--- config.mk ---
export PLATFORM = sky130hd
export DESIGN_NAME = ps2_kb_rx_flat
export DESIGN_NICKNAME = d
export VERILOG_FILES = /design/src/rtl/ps2_pkg.sv /design/src/rtl/ps2_kb_rx_if.sv /design/src/rtl/sync_fifo.sv /design/src/rtl/ps2_kb_rx.sv /design/src/flat_wrapper.sv
export SDC_FILE = /design/constraint.sdc
export NUM_CORES = 1
export LEC_CHECK = 0
export ABC_AREA = 1
export BUFFER_PORTS_ARGS = -buffer_cell sky130_fd_sc_hd__buf_2
export CORE_MARGIN = 2
export CORE_UTILIZATION = 50
export DETAILED_ROUTE_END_ITERATION = 7
export PLACE_DENSITY_LB_ADDON = 0.15
export SKIP_LAST_GASP = 1
export SLEW_MARGIN = 40
export SYNTH_ARGS = -nofsm -noshare
export SYNTH_HDL_FRONTEND = slang
export SYNTH_SLANG_ARGS = --single-unit
export TNS_END_PERCENT = 1
--- constraint.sdc ---
create_clock -name mclk -period 3.38 [get_ports mclk]
set_input_delay 0.338 -clock mclk [delete_from_list [all_inputs] [get_ports mclk]]
set_output_delay 0.338 -clock mclk [all_outputs]
set_load 0.05 [all_outputs]
--- src/rtl/ps2_pkg.sv ---
`default_nettype none
// +--------------------------------------------------------------------------+
// | Module      : ps2_pkg                                                    |
// | Description : Shared definitions for the PS/2 keyboard receiver:         |
// |               frame geometry, receive FSM state encoding and the odd     |
// |               parity helper.                                             |
// | Ports       : none (package)                                             |
// | Revision    : 1.0 - initial release                                      |
// +--------------------------------------------------------------------------+
package ps2_pkg;

  // A frame is start + data + parity + stop.
  localparam int c_frame_bits = 11;
  localparam int c_data_bits  = c_frame_bits - 3;

  typedef enum logic [1:0] {
    ST_IDLE   = 2'd0,
    ST_DATA   = 2'd1,
    ST_PARITY = 2'd2,
    ST_STOP   = 2'd3
  } rx_state_t;

  // True when data plus parity bit carry an odd number of ones.
  function automatic logic odd_parity_ok(input logic [c_data_bits-1:0] data,
                                         input logic                   par);
    return ^{data, par};
  endfunction

endpackage
`default_nettype wire

--- src/rtl/ps2_kb_rx_if.sv ---
`default_nettype none
// +--------------------------------------------------------------------------+
// | Module      : ps2_kb_rx_if                                               |
// | Description : Host-side bus of the PS/2 keyboard receiver.               |
// |   KB_read_en    host->rx  pop FIFO head                                  |
// |   KB_clear      host->rx  flush FIFO, clear sticky flags                 |
// |   KB_status     rx->host  FIFO non-empty                                 |
// |   KB_data       rx->host  FIFO head (fall-through)                       |
// |   KB_count      rx->host  occupancy                                      |
// |   KB_overflow / KB_parity_err / KB_frame_err  rx->host sticky flags      |
// | Revision    : 1.0 - initial release                                      |
// +--------------------------------------------------------------------------+
interface ps2_kb_rx_if #(
  parameter int FIFO_DEPTH = 16
) ();
  import ps2_pkg::*;

  localparam int c_count_w = $clog2(FIFO_DEPTH) + 1;

  logic                   KB_read_en;
  logic                   KB_clear;
  logic                   KB_status;
  logic [c_data_bits-1:0] KB_data;
  logic [c_count_w-1:0]   KB_count;
  logic                   KB_overflow;
  logic                   KB_parity_err;
  logic                   KB_frame_err;

  modport master (
    output KB_read_en, KB_clear,
    input  KB_status, KB_data, KB_count, KB_overflow, KB_parity_err, KB_frame_err
  );

  modport slave (
    input  KB_read_en, KB_clear,
    output KB_status, KB_data, KB_count, KB_overflow, KB_parity_err, KB_frame_err
  );

endinterface
`default_nettype wire

--- src/rtl/sync_fifo.sv ---
`default_nettype none
// +--------------------------------------------------------------------------+
// | Module      : sync_fifo                                                  |
// | Description : Single-clock first-word-fall-through FIFO.                 |
// |   clk, rst_n   clock, async active-low reset                             |
// |   clear        flush (wins over push/pop)                                |
// |   push, din    write request / data (write-through when full and popping)|
// |   pop          read request, ignored when empty                          |
// |   dout         head word, 0 when empty                                   |
// |   empty, full, count  status                                             |
// | Revision    : 1.0 - initial release                                      |
// +--------------------------------------------------------------------------+
module sync_fifo #(
  parameter int WIDTH = 8,
  parameter int DEPTH = 16
) (
  input  wire                     clk,
  input  wire                     rst_n,
  input  wire                     clear,
  input  wire                     push,
  input  wire                     pop,
  input  wire  [WIDTH-1:0]        din,
  output logic [WIDTH-1:0]        dout,
  output logic                    empty,
  output logic                    full,
  output logic [$clog2(DEPTH):0]  count
);

  localparam int c_aw    = $clog2(DEPTH);
  localparam int c_cnt_w = c_aw + 1;

  if (DEPTH < 2 || (DEPTH & (DEPTH - 1)) != 0) begin : g_depth_chk
    $error("sync_fifo: DEPTH must be a power of two and at least 2");
  end

  logic [WIDTH-1:0] r_mem [DEPTH];
  logic [c_aw-1:0]  r_wr_ptr;
  logic [c_aw-1:0]  r_rd_ptr;
  logic [c_aw:0]    r_count;
  logic             w_do_push;
  logic             w_do_pop;

  assign empty     = (r_count == '0);
  assign full      = (r_count == c_cnt_w'(DEPTH));
  assign count     = r_count;
  assign w_do_pop  = pop & ~empty;
  // A pop in the same cycle frees the slot, so a full FIFO still accepts.
  assign w_do_push = push & (~full | w_do_pop);
  assign dout      = empty ? '0 : r_mem[r_rd_ptr];

  always_ff @(posedge clk) begin
    if (w_do_push && !clear) r_mem[r_wr_ptr] <= din;
  end

  // Pointers are exactly c_aw bits wide, so they wrap modulo DEPTH.
  always_ff @(posedge clk or negedge rst_n) begin
    if (!rst_n) begin
      r_wr_ptr <= '0;
      r_rd_ptr <= '0;
      r_count  <= '0;
    end else if (clear) begin
      r_wr_ptr <= '0;
      r_rd_ptr <= '0;
      r_count  <= '0;
    end else begin
      if (w_do_push) r_wr_ptr <= r_wr_ptr + 1'b1;
      if (w_do_pop)  r_rd_ptr <= r_rd_ptr + 1'b1;
      case ({w_do_push, w_do_pop})
        2'b10:   r_count <= r_count + 1'b1;
        2'b01:   r_count <= r_count - 1'b1;
        default: r_count <= r_count;
      endcase
    end
  end

endmodule
`default_nettype wire

--- src/rtl/ps2_kb_rx.sv ---
`default_nettype none
// +--------------------------------------------------------------------------+
// | Module      : ps2_kb_rx                                                  |
// | Description : PS/2 keyboard receiver. Synchronises and glitch-filters    |
// |               the PS/2 lines, deframes 11-bit frames on falling clock    |
// |               edges and buffers accepted scan bytes in a FIFO.           |
// |   mclk     system clock                                                  |
// |   reset    async active-low reset                                        |
// |   ps2_in   raw PS/2 data line                                            |
// |   ps2_clk  raw PS/2 clock line                                           |
// |   kb       host bus (ps2_kb_rx_if.slave)                                 |
// | Revision    : 1.0 - initial release                                      |
// +--------------------------------------------------------------------------+
module ps2_kb_rx
  import ps2_pkg::*;
#(
  parameter int FIFO_DEPTH     = 16,
  parameter int FILTER_LEN     = 8,
  parameter int TIMEOUT_CYCLES = 80000,
  parameter int PARITY_EN      = 1
) (
  input  wire          mclk,
  input  wire          reset,
  input  wire          ps2_in,
  input  wire          ps2_clk,
  ps2_kb_rx_if.slave   kb
);

  localparam int c_flt_w = $clog2(FILTER_LEN + 1);
  localparam int c_to_w  = $clog2(TIMEOUT_CYCLES + 1);
  localparam int c_bit_w = $clog2(c_data_bits);
  localparam logic [c_flt_w-1:0] c_flt_max = c_flt_w'(FILTER_LEN - 1);
  localparam logic [c_to_w-1:0]  c_to_max  = c_to_w'(TIMEOUT_CYCLES - 1);
  localparam logic [c_bit_w-1:0] c_bit_max = c_bit_w'(c_data_bits - 1);

  logic r_clk_meta, r_clk_sync, r_dat_meta, r_dat_sync;
  logic r_filt_clk;
  logic [c_flt_w-1:0] r_filt_cnt;
  logic w_strobe;

  rx_state_t r_state, w_state_nxt;
  logic [c_bit_w-1:0]     r_bit_cnt, w_bit_cnt_nxt;
  logic [c_data_bits-1:0] r_shift, w_shift_nxt;
  logic                   r_par, w_par_nxt;
  logic [c_to_w-1:0]      r_to_cnt;
  logic w_timeout, w_push, w_perr_set, w_ferr_set;

  logic w_empty, w_full;
  logic [$clog2(FIFO_DEPTH):0] w_count;
  logic r_ovf, r_perr, r_ferr;

  always_ff @(posedge mclk or negedge reset) begin
    if (!reset) begin
      r_clk_meta <= 1'b1;
      r_clk_sync <= 1'b1;
      r_dat_meta <= 1'b1;
      r_dat_sync <= 1'b1;
    end else begin
      r_clk_meta <= ps2_clk;
      r_clk_sync <= r_clk_meta;
      r_dat_meta <= ps2_in;
      r_dat_sync <= r_dat_meta;
    end
  end

  // Filtered clock flips only after FILTER_LEN consecutive differing samples.
  always_ff @(posedge mclk or negedge reset) begin
    if (!reset) begin
      r_filt_clk <= 1'b1;
      r_filt_cnt <= '0;
    end else if (r_clk_sync == r_filt_clk) begin
      r_filt_cnt <= '0;
    end else if (r_filt_cnt == c_flt_max) begin
      r_filt_clk <= r_clk_sync;
      r_filt_cnt <= '0;
    end else begin
      r_filt_cnt <= r_filt_cnt + 1'b1;
    end
  end

  // Strobe is the cycle in which the filtered clock is about to fall.
  assign w_strobe  = r_filt_clk & ~r_clk_sync & (r_filt_cnt == c_flt_max);
  assign w_timeout = (r_state != ST_IDLE) & ~w_strobe & (r_to_cnt == c_to_max);

  always_ff @(posedge mclk or negedge reset) begin
    if (!reset) begin
      r_state   <= ST_IDLE;
      r_bit_cnt <= '0;
      r_shift   <= '0;
      r_par     <= 1'b0;
      r_to_cnt  <= '0;
    end else begin
      r_state   <= w_state_nxt;
      r_bit_cnt <= w_bit_cnt_nxt;
      r_shift   <= w_shift_nxt;
      r_par     <= w_par_nxt;
      if (r_state == ST_IDLE || w_strobe || w_timeout) r_to_cnt <= '0;
      else                                            r_to_cnt <= r_to_cnt + 1'b1;
    end
  end

  always_comb begin
    w_state_nxt   = r_state;
    w_bit_cnt_nxt = r_bit_cnt;
    w_shift_nxt   = r_shift;
    w_par_nxt     = r_par;
    w_push        = 1'b0;
    w_perr_set    = 1'b0;
    w_ferr_set    = 1'b0;
    if (w_strobe) begin
      case (r_state)
        ST_IDLE: begin
          if (!r_dat_sync) begin
            w_state_nxt   = ST_DATA;
            w_bit_cnt_nxt = '0;
          end else begin
            w_ferr_set = 1'b1;
          end
        end
        ST_DATA: begin
          w_shift_nxt   = {r_dat_sync, r_shift[c_data_bits-1:1]};
          w_bit_cnt_nxt = r_bit_cnt + 1'b1;
          if (r_bit_cnt == c_bit_max) w_state_nxt = ST_PARITY;
        end
        ST_PARITY: begin
          w_par_nxt   = r_dat_sync;
          w_state_nxt = ST_STOP;
        end
        default: begin
          w_state_nxt = ST_IDLE;
          if (!r_dat_sync)
            w_ferr_set = 1'b1;
          else if ((PARITY_EN != 0) && !odd_parity_ok(r_shift, r_par))
            w_perr_set = 1'b1;
          else
            w_push = 1'b1;
        end
      endcase
    end else if (w_timeout) begin
      w_state_nxt = ST_IDLE;
      w_ferr_set  = 1'b1;
    end
  end

  sync_fifo #(
    .WIDTH (c_data_bits),
    .DEPTH (FIFO_DEPTH)
  ) u_fifo (
    .clk   (mclk),
    .rst_n (reset),
    .clear (kb.KB_clear),
    .push  (w_push),
    .pop   (kb.KB_read_en),
    .din   (r_shift),
    .dout  (kb.KB_data),
    .empty (w_empty),
    .full  (w_full),
    .count (w_count)
  );

  // Clear has priority over any flag set in the same cycle.
  always_ff @(posedge mclk or negedge reset) begin
    if (!reset) begin
      r_ovf  <= 1'b0;
      r_perr <= 1'b0;
      r_ferr <= 1'b0;
    end else if (kb.KB_clear) begin
      r_ovf  <= 1'b0;
      r_perr <= 1'b0;
      r_ferr <= 1'b0;
    end else begin
      if (w_push && w_full && !(kb.KB_read_en && !w_empty)) r_ovf <= 1'b1;
      if (w_perr_set) r_perr <= 1'b1;
      if (w_ferr_set) r_ferr <= 1'b1;
    end
  end

  assign kb.KB_status     = ~w_empty;
  assign kb.KB_count      = w_count;
  assign kb.KB_overflow   = r_ovf;
  assign kb.KB_parity_err = r_perr;
  assign kb.KB_frame_err  = r_ferr;

endmodule
`default_nettype wire

--- src/flat_wrapper.sv ---
// flat-port wrapper written by rule: the top's interface ports become plain ports
module ps2_kb_rx_flat import ps2_pkg::*;
#(
  parameter int FIFO_DEPTH     = 16,
  parameter int FILTER_LEN     = 8,
  parameter int TIMEOUT_CYCLES = 80000,
  parameter int PARITY_EN      = 1
)
  (mclk, reset, ps2_in, ps2_clk, kb_KB_read_en, kb_KB_clear, kb_KB_status, kb_KB_data, kb_KB_count, kb_KB_overflow, kb_KB_parity_err, kb_KB_frame_err);
  ps2_kb_rx_if #(.FIFO_DEPTH(FIFO_DEPTH)) kb_i ();
  input  wire mclk;
  input  wire reset;
  input  wire ps2_in;
  input  wire ps2_clk;
  input wire logic [$bits(kb_i.KB_read_en)-1:0] kb_KB_read_en;
  input wire logic [$bits(kb_i.KB_clear)-1:0] kb_KB_clear;
  output wire logic [$bits(kb_i.KB_status)-1:0] kb_KB_status;
  output wire logic [$bits(kb_i.KB_data)-1:0] kb_KB_data;
  output wire logic [$bits(kb_i.KB_count)-1:0] kb_KB_count;
  output wire logic [$bits(kb_i.KB_overflow)-1:0] kb_KB_overflow;
  output wire logic [$bits(kb_i.KB_parity_err)-1:0] kb_KB_parity_err;
  output wire logic [$bits(kb_i.KB_frame_err)-1:0] kb_KB_frame_err;
  assign kb_i.KB_read_en = kb_KB_read_en;
  assign kb_i.KB_clear = kb_KB_clear;
  assign kb_KB_status = kb_i.KB_status;
  assign kb_KB_data = kb_i.KB_data;
  assign kb_KB_count = kb_i.KB_count;
  assign kb_KB_overflow = kb_i.KB_overflow;
  assign kb_KB_parity_err = kb_i.KB_parity_err;
  assign kb_KB_frame_err = kb_i.KB_frame_err;
  ps2_kb_rx #(.FIFO_DEPTH(FIFO_DEPTH), .FILTER_LEN(FILTER_LEN), .TIMEOUT_CYCLES(TIMEOUT_CYCLES), .PARITY_EN(PARITY_EN)) u_core (.mclk(mclk), .reset(reset), .ps2_in(ps2_in), .ps2_clk(ps2_clk), .kb(kb_i));
endmodule
# --- Word-level counts from Yosys, hierarchy flattened ---
# Memories as Yosys holds them, arrays and structs flattened.
# Index checks and enable logic that the tools add are counted.
word_totals:
  input_bits: 6
  word_cells: 115
  mem_bits_ro: 0
  register_bits: 56
  latchBits: 0
  ramBits: 128
  n_memories: 1
  output_inout_bits: 17
memory_table:
  columns: ["name", "words", "width", "rd", "rd_ports_with_merged_regs", "wr", "line", "text"]
  rows:
  - ["u_core.u_fifo.r_mem", 16, 8, 1, 0, 1, "sync_fifo.sv:36", "logic [WIDTH-1:0] r_mem [DEPTH];"]
classes:
  n_bitwise: 12
  mux: 38
  magnitude_cmp: 0
  n_reduce_logical: 28
  multipliers: 0
  shift: 0
  div: 0
  eq_ne: 12
  add_sub_neg: 7
op_table:
  columns: ["cell", "count"]
  rows:
  - ["two-way mux 4 bit", 6]
  - ["two-way mux 1 bit", 20]
  - ["adder 17 x 1 -> 17 bit (second input constant)", 1]
  - ["== test 17 bit (second input constant)", 1]
  - ["two-way mux 17 bit", 1]
  - ["nonzero test 2 bit", 8]
  - ["adder 4 x 1 -> 4 bit (second input constant)", 3]
  - ["one-hot mux 5 bit (2 select lines)", 1]
  - ["XOR reduction 9 bit", 1]
  - ["two-way mux 2 bit", 4]
  - ["two-way mux 8 bit", 1]
  - ["bitwise AND 1 bit", 6]
  - ["inequality test 3 bit (second input constant)", 2]
  - ["one-hot mux 2 bit (3 select lines)", 1]
  - ["one-hot mux 3 bit (2 select lines)", 1]
  - ["AND reduction 2 bit", 3]
  - ["AND reduction 3 bit", 2]
  - ["adder 5 x 1 -> 5 bit (second input constant)", 1]
  - ["== test 5 bit (second input constant)", 1]
  - ["logical NOT 5 bit", 1]
  - ["two-way mux 5 bit", 1]
  - ["NOT 1 bit", 5]
  - ["subtractor 5 x 1 -> 5 bit (second input constant)", 1]
  - ["== test 2 x 1 -> 1 bit (second input constant)", 2]
  - ["16 further kinds", 23]

# --- Longest topological paths before layout ---
# Gate-level depths: netlist of the first run.
logic_depth:
  word_depth: 10
  depth_mapped: 19
  ltp_nobuf: 19

# --- Cells and area by module ---
# A second synthesis of the first run with hierarchy kept.
hier_totals:
  cells_unflattened: 825
  hier_area_um2: 8416.8
by_module_without_submodules:
  columns: ["module", "instances", "area_per_inst_um2", "cells_per_inst", "seq_area_each_um2"]
  rows:
  - ["sync_fifo", 1, 6164.7, 562, 4169.0]
  - ["ps2_kb_rx", 1, 2252.2, 263, 1082.3]

# --- Least setup slack after synthesis of the first run ---
# OpenSTA, ideal clock, no wires.
synth_timing:
  kind: "flip-flop to flip-flop"
  from: "register u_core.u_fifo.r_count[1], in the netlist u_core.u_fifo.count[1]"
  to: "register u_core.u_fifo.r_count[4], in the netlist u_core.u_fifo.count[4]"
  path_slack_ns: 0.637
  setup_ns: 0.119
  path_buffers: 0
  path_stages_with_launch: 16
  t_arrival_ns: 2.624
  synth_period_minus_slack_ns: 2.743
  required_time_ns: 3.261
  path_cell_list: "dfrtp_1 nor4_4 nand2_2 nand2_4 inv_2 nand2_1 inv_1 fa_1 nand3_1 nand2_1 xor2_1 inv_1 nand2_1 nand2_1 nand3_1 nand2_1"
synth_between:
  elab_chain_len: 8
  word_cells_on_any_way: 14
  cone_classes: "add/sub: 2; eq/ne: 3; mux: 2; bitwise: 5; reduce/logical: 2"
synth_rtl:
  columns: ["element", "line", "text"]
  rows:
  - ["start, declared", "sync_fifo.sv:39", "logic [c_aw:0] r_count;"]
  - ["start signal, assigned", "sync_fifo.sv:69", "2'b10: r_count <= r_count + 1'b1;"]
  - ["start signal, assigned", "sync_fifo.sv:70", "2'b01: r_count <= r_count - 1'b1;"]
  - ["start signal, assigned", "sync_fifo.sv:71", "default: r_count <= r_count;"]
  - ["logical NOT 5 bit *", "sync_fifo.sv:43", "assign empty = (r_count == '0);"]
  - ["NOT 1 bit *", null, null]
  - ["via kb_KB_status", "flat_wrapper.sv:17", "output wire logic [$bits(kb_i.KB_status)-1:0] kb_KB_status;"]
  - ["bitwise AND 1 bit *", "sync_fifo.sv:46", "assign w_do_pop = pop & ~empty;"]
  - ["OR 1 bit", "sync_fifo.sv:48", "assign w_do_push = push & (~full | w_do_pop);"]
  - ["bitwise AND 1 bit", "sync_fifo.sv:48", null]
  - ["== test 2 x 1 -> 1 bit or == test 2 bit (tied branches)", "sync_fifo.sv:68", "case ({w_do_push, w_do_pop})"]
  - ["one-hot mux 5 bit (2 select lines)", "sync_fifo.sv:68", null]
  - ["two-way mux 5 bit", "sync_fifo.sv:61", "end else if (clear) begin"]
# Mark *: on every way through the listed nets, which the timed path passes. The rest lies on a longest branch.
# A chain may end at the register's enable or synchronous reset.

# --- Worst setup path in the final report of the first run ---
layout_timing:
  from: "register u_core.u_fifo.r_rd_ptr[1]"
  to: "output port kb_KB_data[6]"
layout_between:
  elab_chain_len: 2
layout_rtl:
  columns: ["element", "line", "text"]
  rows:
  - ["start, declared", "sync_fifo.sv:38", "logic [c_aw-1:0] r_rd_ptr;"]
  - ["start signal, assigned", "sync_fifo.sv:67", "if (w_do_pop) r_rd_ptr <= r_rd_ptr + 1'b1;"]
  - ["memory (16 x 8 bit)", null, null]
  - ["two-way mux 8 bit", "sync_fifo.sv:49", "assign dout = empty ? '0 : r_mem[r_rd_ptr];"]
  - ["end, declared", "flat_wrapper.sv:18", "output wire logic [$bits(kb_i.KB_data)-1:0] kb_KB_data;"]
# No other way between the ends.

==> flow_summary.toml, run 1 <==
[worst_setup_path]
timing.rr.start = "u_core.r_shift[1]"
worst_ep_required_time_ps = 3040
critPathKind = "register to primary output"
rr_worst_depth = 18
cp_max_fo = 33
worstSetupStartpointType = "register"
r2r-end = "u_core.u_fifo.count[4]"
worst_setup_path_endpoint = "kb_KB_data[6]"
timing.critical_path.from = "u_core.u_fifo.r_rd_ptr[1]"
reg2reg_setup_slack_ps = 410
endpoint_kind = "primary output"
worst-endpoint-arrival_ps = 2760

[die]
num_rows = 46
fp.dieW_um = 131
design.die.area_mm2 = 0.0172
initial_standard_cell_utilization_of_the_core_pct = 51.0
core_area_mm2 = 0.0158
ios = 23
fp.dieH_um = 131

[timing]
rsz0062_at_grt = "false"
worst_pin_slew_ps = 819
relSlewSlack_pct = 45.3
final_max_slew_viol_count = 0
final_period_minus_worst_setup_slack_ps = 3100
fmax_ghz = 0.323
fin_tns_setup_ps = 0
finalCritPeriodShare_pct = 91.7
setup_violations = 0
hold_violations = 0
worst_clock_skew_ps = 10.5

[logic_synthesis]
synth_adder_area_share_pct = 3.04
synth-edff-count = 128
yosys-top-cells-count = "edfxtp_1 (128), nor2_1 (122), o21ai_0 (87)"
mappedNetlistArea_mm2 = 0.00808
yosysUniqueCellTypes = 41
synthesized_area_fraction_occupied_by_ao_oa_aoi_and_oai_cells_pct = 11.4
synth.net_count = 758
combinational_family_with_the_most_area_after_synthesis = "simple AND/OR/NAND/NOR gates"
muxShareOfSynthArea_pct = 0.124
postSynthRegisterBits = 184
synth_largest_area_cell = "edfxtp_1"
synthesis.instances = 733
synth_async_sr_flop_share_pct = 30.4
syn_avg_cell_area_um2 = 11.0
ys.flop_type = "edfxtp_1"
synth_top_area_share_pct = 47.6
yosys.area_share.xor_xnor_pct = 0.867
warnings_from_yosys = 0
count_leader_synth = "edfxtp_1"
synth-simple-area-share_pct = 15.5
synth-seq-area-share_pct = 65.0
yosys-top-cells-area = "edfxtp_1 (48%), dfrtp_1 (16%), nor2_1 (5.7%)"

[clock_tree]
cts_buffer_depth = 2
cts.htree.levels = 4
post_cts.repair.setup_buffers = 0
worstSkewPairLatency_ps = 430
cts_hold_buffers = 3
ctsResizeCount = 0
tritoncts_clock_tree = "done"
ctsRootBufferMaster = "clkbuf_16"
tritoncts.num_buffers = 17
cts.sink_count = 184
cts.clk_slew.worst_paths_ps = 70

[grt]
vias_in_the_first_global_route = 5539
antenna_found_initial = 0
grt_first_pass_wirelength_um = 29100
globalRouteOverflowTotal = 0
grt_max_degree = 67
grtUsageTotal_pct = 21.9

[detailed_routing]
route.final.wire_length_um = 18100
vias = 5617
drt_iter0_drc = 412
drtPass1Iterations = 5
post-route-drc-count = 0
vias_per_cell = 5.56
post_drt_wl_per_cell_um = 17.9
ant_nets = 0

[cells_and_area]
layout.nets = 806
post_route_cells_drive_above_1_share_pct = 15.1
post-route-util_pct = 58.1
area_growth_pct = 13.8
antenna_cells = 0

[worst_hold_path]
holdCritPathClass = "primary input to register"

[placement]
dp_hpwl_um = 11500
gpl.final_weighted_congestion = 0.873
port_buffers = 22

[power_and_ir_drop]
static_leakage_power_nw = 3.81
peakVddDrop_mv = 0.530
cellPowerDensity_mw_per_mm2 = 624

[status]
status = "finished clean"

[flow_run]
drv_cap = 0
## final cells by class
class	instances	area [um^2]
multi-input cells	463	2490
inverters	58	218
flip-flops and latches	184	5250
fillers	1322	6640
clock inverters	14	133
clock buffers	18	429
repair buffers	57	395
well taps	216	270
## per-stage QoR
step / area (um^2) / hold WS, ps / std cells / total power [W] / setup WS, ps
floorplan: 8080 / 42.4 / 733 / 0.00351 / 637
global placement: 8600 / 347 / 975 / 0.00383 / 589
detailed placement: 8600 / 348 / 975 / 0.00387 / 423
CTS: 9190 / 226 / 1010 / 0.00576 / 279
global route: 9190 / 242 / 1010 / 0.00599 / 93.9
finish: 9190 / 236 / 1010 / 0.00573 / 281
## critical path, stage by stage, from the launching register on
cell	delay (ps)
dfrtp_1	680
inv_1	140
buf_4	370
o21ai_0	160
o22ai_1	140
nor2_1	50
nor2_1	80
o21ai_0	110
buf_4	170
a21oi_1	140
buf_2	290
## cell families (layout without fill, tap and decap cells)
group                    count (synthesis)  after routing
buffers and inverters                   86            147
AO/OA/AOI/OAI                          158            158
AND/OR/NAND/NOR                        277            277
adder cells (fa/ha/maj)                 19             19
multiplexers                             1              1
XOR/XNOR                                 8              8
flip-flops                             184            184
## report_power, final
| group | switching [W] | total (W) | internal [W] | leakage, nW |
|---|---|---|---|---|
| Combinational | 0.000901 | 0.00129 | 0.000385 | 1.31 |
| Sequential | 0.0000884 | 0.00253 | 0.00245 | 2.25 |
| Clock | 0.000833 | 0.00191 | 0.00108 | 0.257 |
## metal layers
| layer | global-route usage, % | vias to the layer above | wire length [um] |
|---|---|---|---|
| met5 | 0 | - | 0 |
| met4 | 6.82 | 0 | 272 |
| met3 | 4.75 | 24 | 983 |
| met2 | 35.8 | 170 | 8910 |
| met1 | 29.5 | 2760 | 7910 |
| li1 | - | 2663 | - |
## placed cells by master (no fill, tap or decap), drive strengths merged, types with 7 or more instances in the layout
cell type / count
edfxtp: 128
nor2: 128
o21ai: 90
nand2: 87
inv: 57
buf: 54
dfrtp: 51
nand3: 43
a21oi: 30
o221ai: 22
ha: 18
clkbuf: 18
o22ai: 10
nor3: 8
xor2: 7
clkinv: 7
## registers in the layout, summed over array words and instances, names as in the netlist
signal                   cells
u_core.r_dat_meta            1
u_core.r_clk_sync            1
u_core.u_fifo.r_mem        128
u_core.r_par                 1
u_core.r_clk_meta            1
u_core.r_to_cnt             17
u_core.kb.KB_overflow        1
u_core.r_shift               8
u_core.kb.KB_parity_err      1
u_core.u_fifo.count          5
u_core.u_fifo.r_wr_ptr       4
u_core.kb.KB_frame_err       1
u_core.r_filt_clk            1
u_core.r_bit_cnt             3
u_core.r_state               2
u_core.r_filt_cnt            4
u_core.r_dat_sync            1
u_core.u_fifo.r_rd_ptr       4
## worst min path at each step
stage,from,to,slack [ps],cells after the start
detailed placement,u_core.r_dat_meta,u_core.r_dat_sync,350,0
floorplan,reset,u_core.kb.KB_frame_err,40,0
global placement,u_core.r_dat_meta,u_core.r_dat_sync,350,0
global route,kb_KB_read_en,u_core.u_fifo.r_rd_ptr[0],240,3
CTS,kb_KB_read_en,u_core.u_fifo.r_rd_ptr[0],230,3
finish,kb_KB_read_en,u_core.u_fifo.r_rd_ptr[0],240,3
No activity file was read; power rests on OpenSTA's default activity.
==> run 2: changes to the inputs <==
--- a/config.mk
+++ b/config.mk
@@ -5,12 +5,12 @@
 export SDC_FILE = /design/constraint.sdc
 export NUM_CORES = 1
 export LEC_CHECK = 0
-export ABC_AREA = 1
-export BUFFER_PORTS_ARGS = -buffer_cell sky130_fd_sc_hd__buf_2
+export BUFFER_PORTS_ARGS = -buffer_cell sky130_fd_sc_hd__buf_4
 export CORE_MARGIN = 2
 export CORE_UTILIZATION = 50
 export DETAILED_ROUTE_END_ITERATION = 7
 export PLACE_DENSITY_LB_ADDON = 0.15
+export SKIP_CTS_REPAIR_TIMING = 1
 export SKIP_LAST_GASP = 1
 export SLEW_MARGIN = 40
 export SYNTH_ARGS = -nofsm -noshare
==> run 2 against run 1 <==
The run now ends with negative hold slack left. Final cell count shrank 23%. Routed wire length is 21% lower. Largest power group unchanged. Cell area about the same.
==> flow_summary.toml, run 2 <==
[logic_synthesis]
synth_largest_area_cell = "edfxtp_1"
postSynthRegisterBits = 184
yosys-top-cells-count = "edfxtp_1 (128), dfrtp_1 (51), nor2_1 (51)"
synth_async_sr_flop_share_pct = 30.4
yosys-top-cells-area = "edfxtp_1 (48%), dfrtp_1 (16%), mux4_2 (11%)"
synthesis.instances = 495
synth-seq-area-share_pct = 66.1
count_leader_synth = "edfxtp_1"
synth_top_area_share_pct = 48.4
synth-edff-count = 128
ys.flop_type = "edfxtp_1"
warnings_from_yosys = 0
synth.net_count = 520
syn_avg_cell_area_um2 = 16.1
mappedNetlistArea_mm2 = 0.00795
yosysUniqueCellTypes = 49

[clock_tree]
cts.sink_count = 184
cts_buffer_depth = 2
cts.clk_slew.worst_paths_ps = 60
cts.htree.levels = 4
ctsRootBufferMaster = "clkbuf_16"
worstSkewPairLatency_ps = 420
tritoncts.num_buffers = 17
tritoncts_clock_tree = "done"

[placement]
port_buffers = 22
dp_hpwl_um = 9790
gpl.final_weighted_congestion = 0.770

[worst_setup_path]
r2r-end = "u_core.u_fifo.count[4]"
timing.rr.start = "u_core.r_shift[1]"
worst_ep_required_time_ps = 3680
rr_worst_depth = 10
critPathKind = "register to register"
critical_path.max_stage_delay_ps = 500
cp_max_fo = 5
reg2reg_setup_slack_ps = 210
cp_num_buf_inv = 0
crit_cells = 10
crit_chain = "xor2_1 > xnor3_2 > mux2_4 > nor2b_1 > ha_1 > a21o_1 > a21oi_1 > nor2_1 > a2bb2oi_1 > mux2_1"
timing.critical_path.from = "u_core.r_shift[1]"
worst_setup_path_endpoint = "u_core.u_fifo.count[4]"
worst-endpoint-arrival_ps = 3470
worst_path_max_delay_cell = "xnor3_2"
cpLargestDelayFamily = "multiplexers"
worstSetupStartpointType = "register"
endpoint_kind = "register"

[timing]
relSlewSlack_pct = 52.4
final_max_slew_viol_count = 0
worst_pin_slew_ps = 714
finalCritPeriodShare_pct = 93.7
fin_tns_setup_ps = 0
final_period_minus_worst_setup_slack_ps = 3170
fmax_ghz = 0.316
setup_violations = 0
worst_clock_skew_ps = 8.12
fin_worst_hold_slack_ps = -42.5
hold_violations = 48
rsz0062_at_grt = "false"

[detailed_routing]
drtPass1Iterations = 7
post-route-drc-count = 0
ant_nets = 0
post_drt_wl_per_cell_um = 18.3
drt_iter0_drc = 322
vias_per_cell = 5.42
route.final.wire_length_um = 14200
vias = 4216

[flow_run]
drv_cap = 0

[die]
num_rows = 46
initial_standard_cell_utilization_of_the_core_pct = 50.6
fp.dieH_um = 130
ios = 23
design.die.area_mm2 = 0.0169
fp.dieW_um = 130
core_area_mm2 = 0.0157

[cells_and_area]
post-route-util_pct = 58.4
area_growth_pct = 15.6
top_register = "u_core.u_fifo.r_mem"
top_regs = "u_core.u_fifo.r_mem x128, u_core.r_to_cnt x17, u_core.r_shift x8"
largest_reg_flops = 128
final_common_cell = "edfxtp_1"
fill_cells = 1225
antenna_cells = 0
layout.nets = 574
layout_common_cells = "edfxtp_1 (128), nor2_1 (51), buf_4 (49), dfrtp_1 (49), mux4_2 (40)"
post_route_cells_drive_above_1_share_pct = 25.3

[grt]
grt_max_degree = 57
vias_in_the_first_global_route = 4368
globalRouteOverflowTotal = 0
grt_first_pass_wirelength_um = 23400
antenna_found_initial = 0
grtUsageTotal_pct = 18.8

[power_and_ir_drop]
cellPowerDensity_mw_per_mm2 = 542
static_leakage_power_nw = 3.57
peakVddDrop_mv = 0.346
total_power_w = 0.00498

[worst_hold_path]
holdCritPathClass = "primary input to async pin"

[status]
violated_checks = "negative hold slack"
status = "complete, but fails checks"
==> run 2: changes by cell type after synthesis, sizes merged, moves of 22 or more <==
cell	delta
mux4	+40
nand2	-58
inv	-43
nand3	-32
nor2	-77
o21ai	-79
o221ai	-22
==> run 2: area by class of cell <==
type | count | area (um^2) | share of cell area (%)
Timing Repair Buffer | 52 | 418 | 4.55
Inverter | 13 | 48.8 | 0.531
Multi-Input combinational cell | 281 | 2580 | 28.1
Sequential cell | 184 | 5250 | 57.2
Clock buffer | 24 | 472 | 5.14
Tap cell | 216 | 270 | 2.94
Clock inverter | 8 | 145 | 1.58
==> run 2: stage by stage <==
step	hold slack, ps	cell area, um^2	setup slack, ps	std cells
floorplan	42.4	7950	244	495
global placement	348	8560	362	745
detailed placement	348	8560	224	745
CTS	-12.4	9170	212	777
global route	1.20	9180	5.44	778
finish	-42.5	9180	212	778
==> run 2: worst min path at each step <==
| stage | endpoint | start |
|---|---|---|
| final | u_core.r_to_cnt[7] | reset |
| after global routing | u_core.r_clk_meta | ps2_clk |
| after CTS | u_core.r_to_cnt[7] | reset |
| after detailed placement | u_core.r_clk_sync | u_core.r_clk_meta |
| after global placement | u_core.r_clk_sync | u_core.r_clk_meta |
| after floorplan | u_core.kb.KB_frame_err | reset |
==> run 2: cells by family (layout without fill, tap and decap cells) <==
group | count (synthesis) | in the layout | synth area share, %
DFF | 184 | 184 | 66.1
and+or+nand+nor | 142 | 142 | 8.69
muxes | 58 | 58 | 14.2
AOI/OAI and AO/OA | 34 | 34 | 2.85
xor gates and xnor gates | 28 | 28 | 3.64
buffers and inverters | 30 | 97 | 1.48
adders and majority gates | 19 | 19 | 3.09
==> run 2: layer usage <==
metal  vias to the layer above  share of wire [%]  track usage (%)
met5                         -                  0                0
met4                         0                1.5             6.83
met3                        18                2.1             3.85
met2                        47                 51             31.7
met1                      2181                 46             24.6
li1                       1970                  -                -
==> run 2: power breakdown <==
part | total [W] | leakage, nW | switching [W] | internal (W)
clock network | 0.00205 | 0.296 | 0.000773 | 0.00128
registers | 0.00248 | 2.17 | 0.0000589 | 0.00242
logic | 0.000452 | 1.11 | 0.000248 | 0.000204
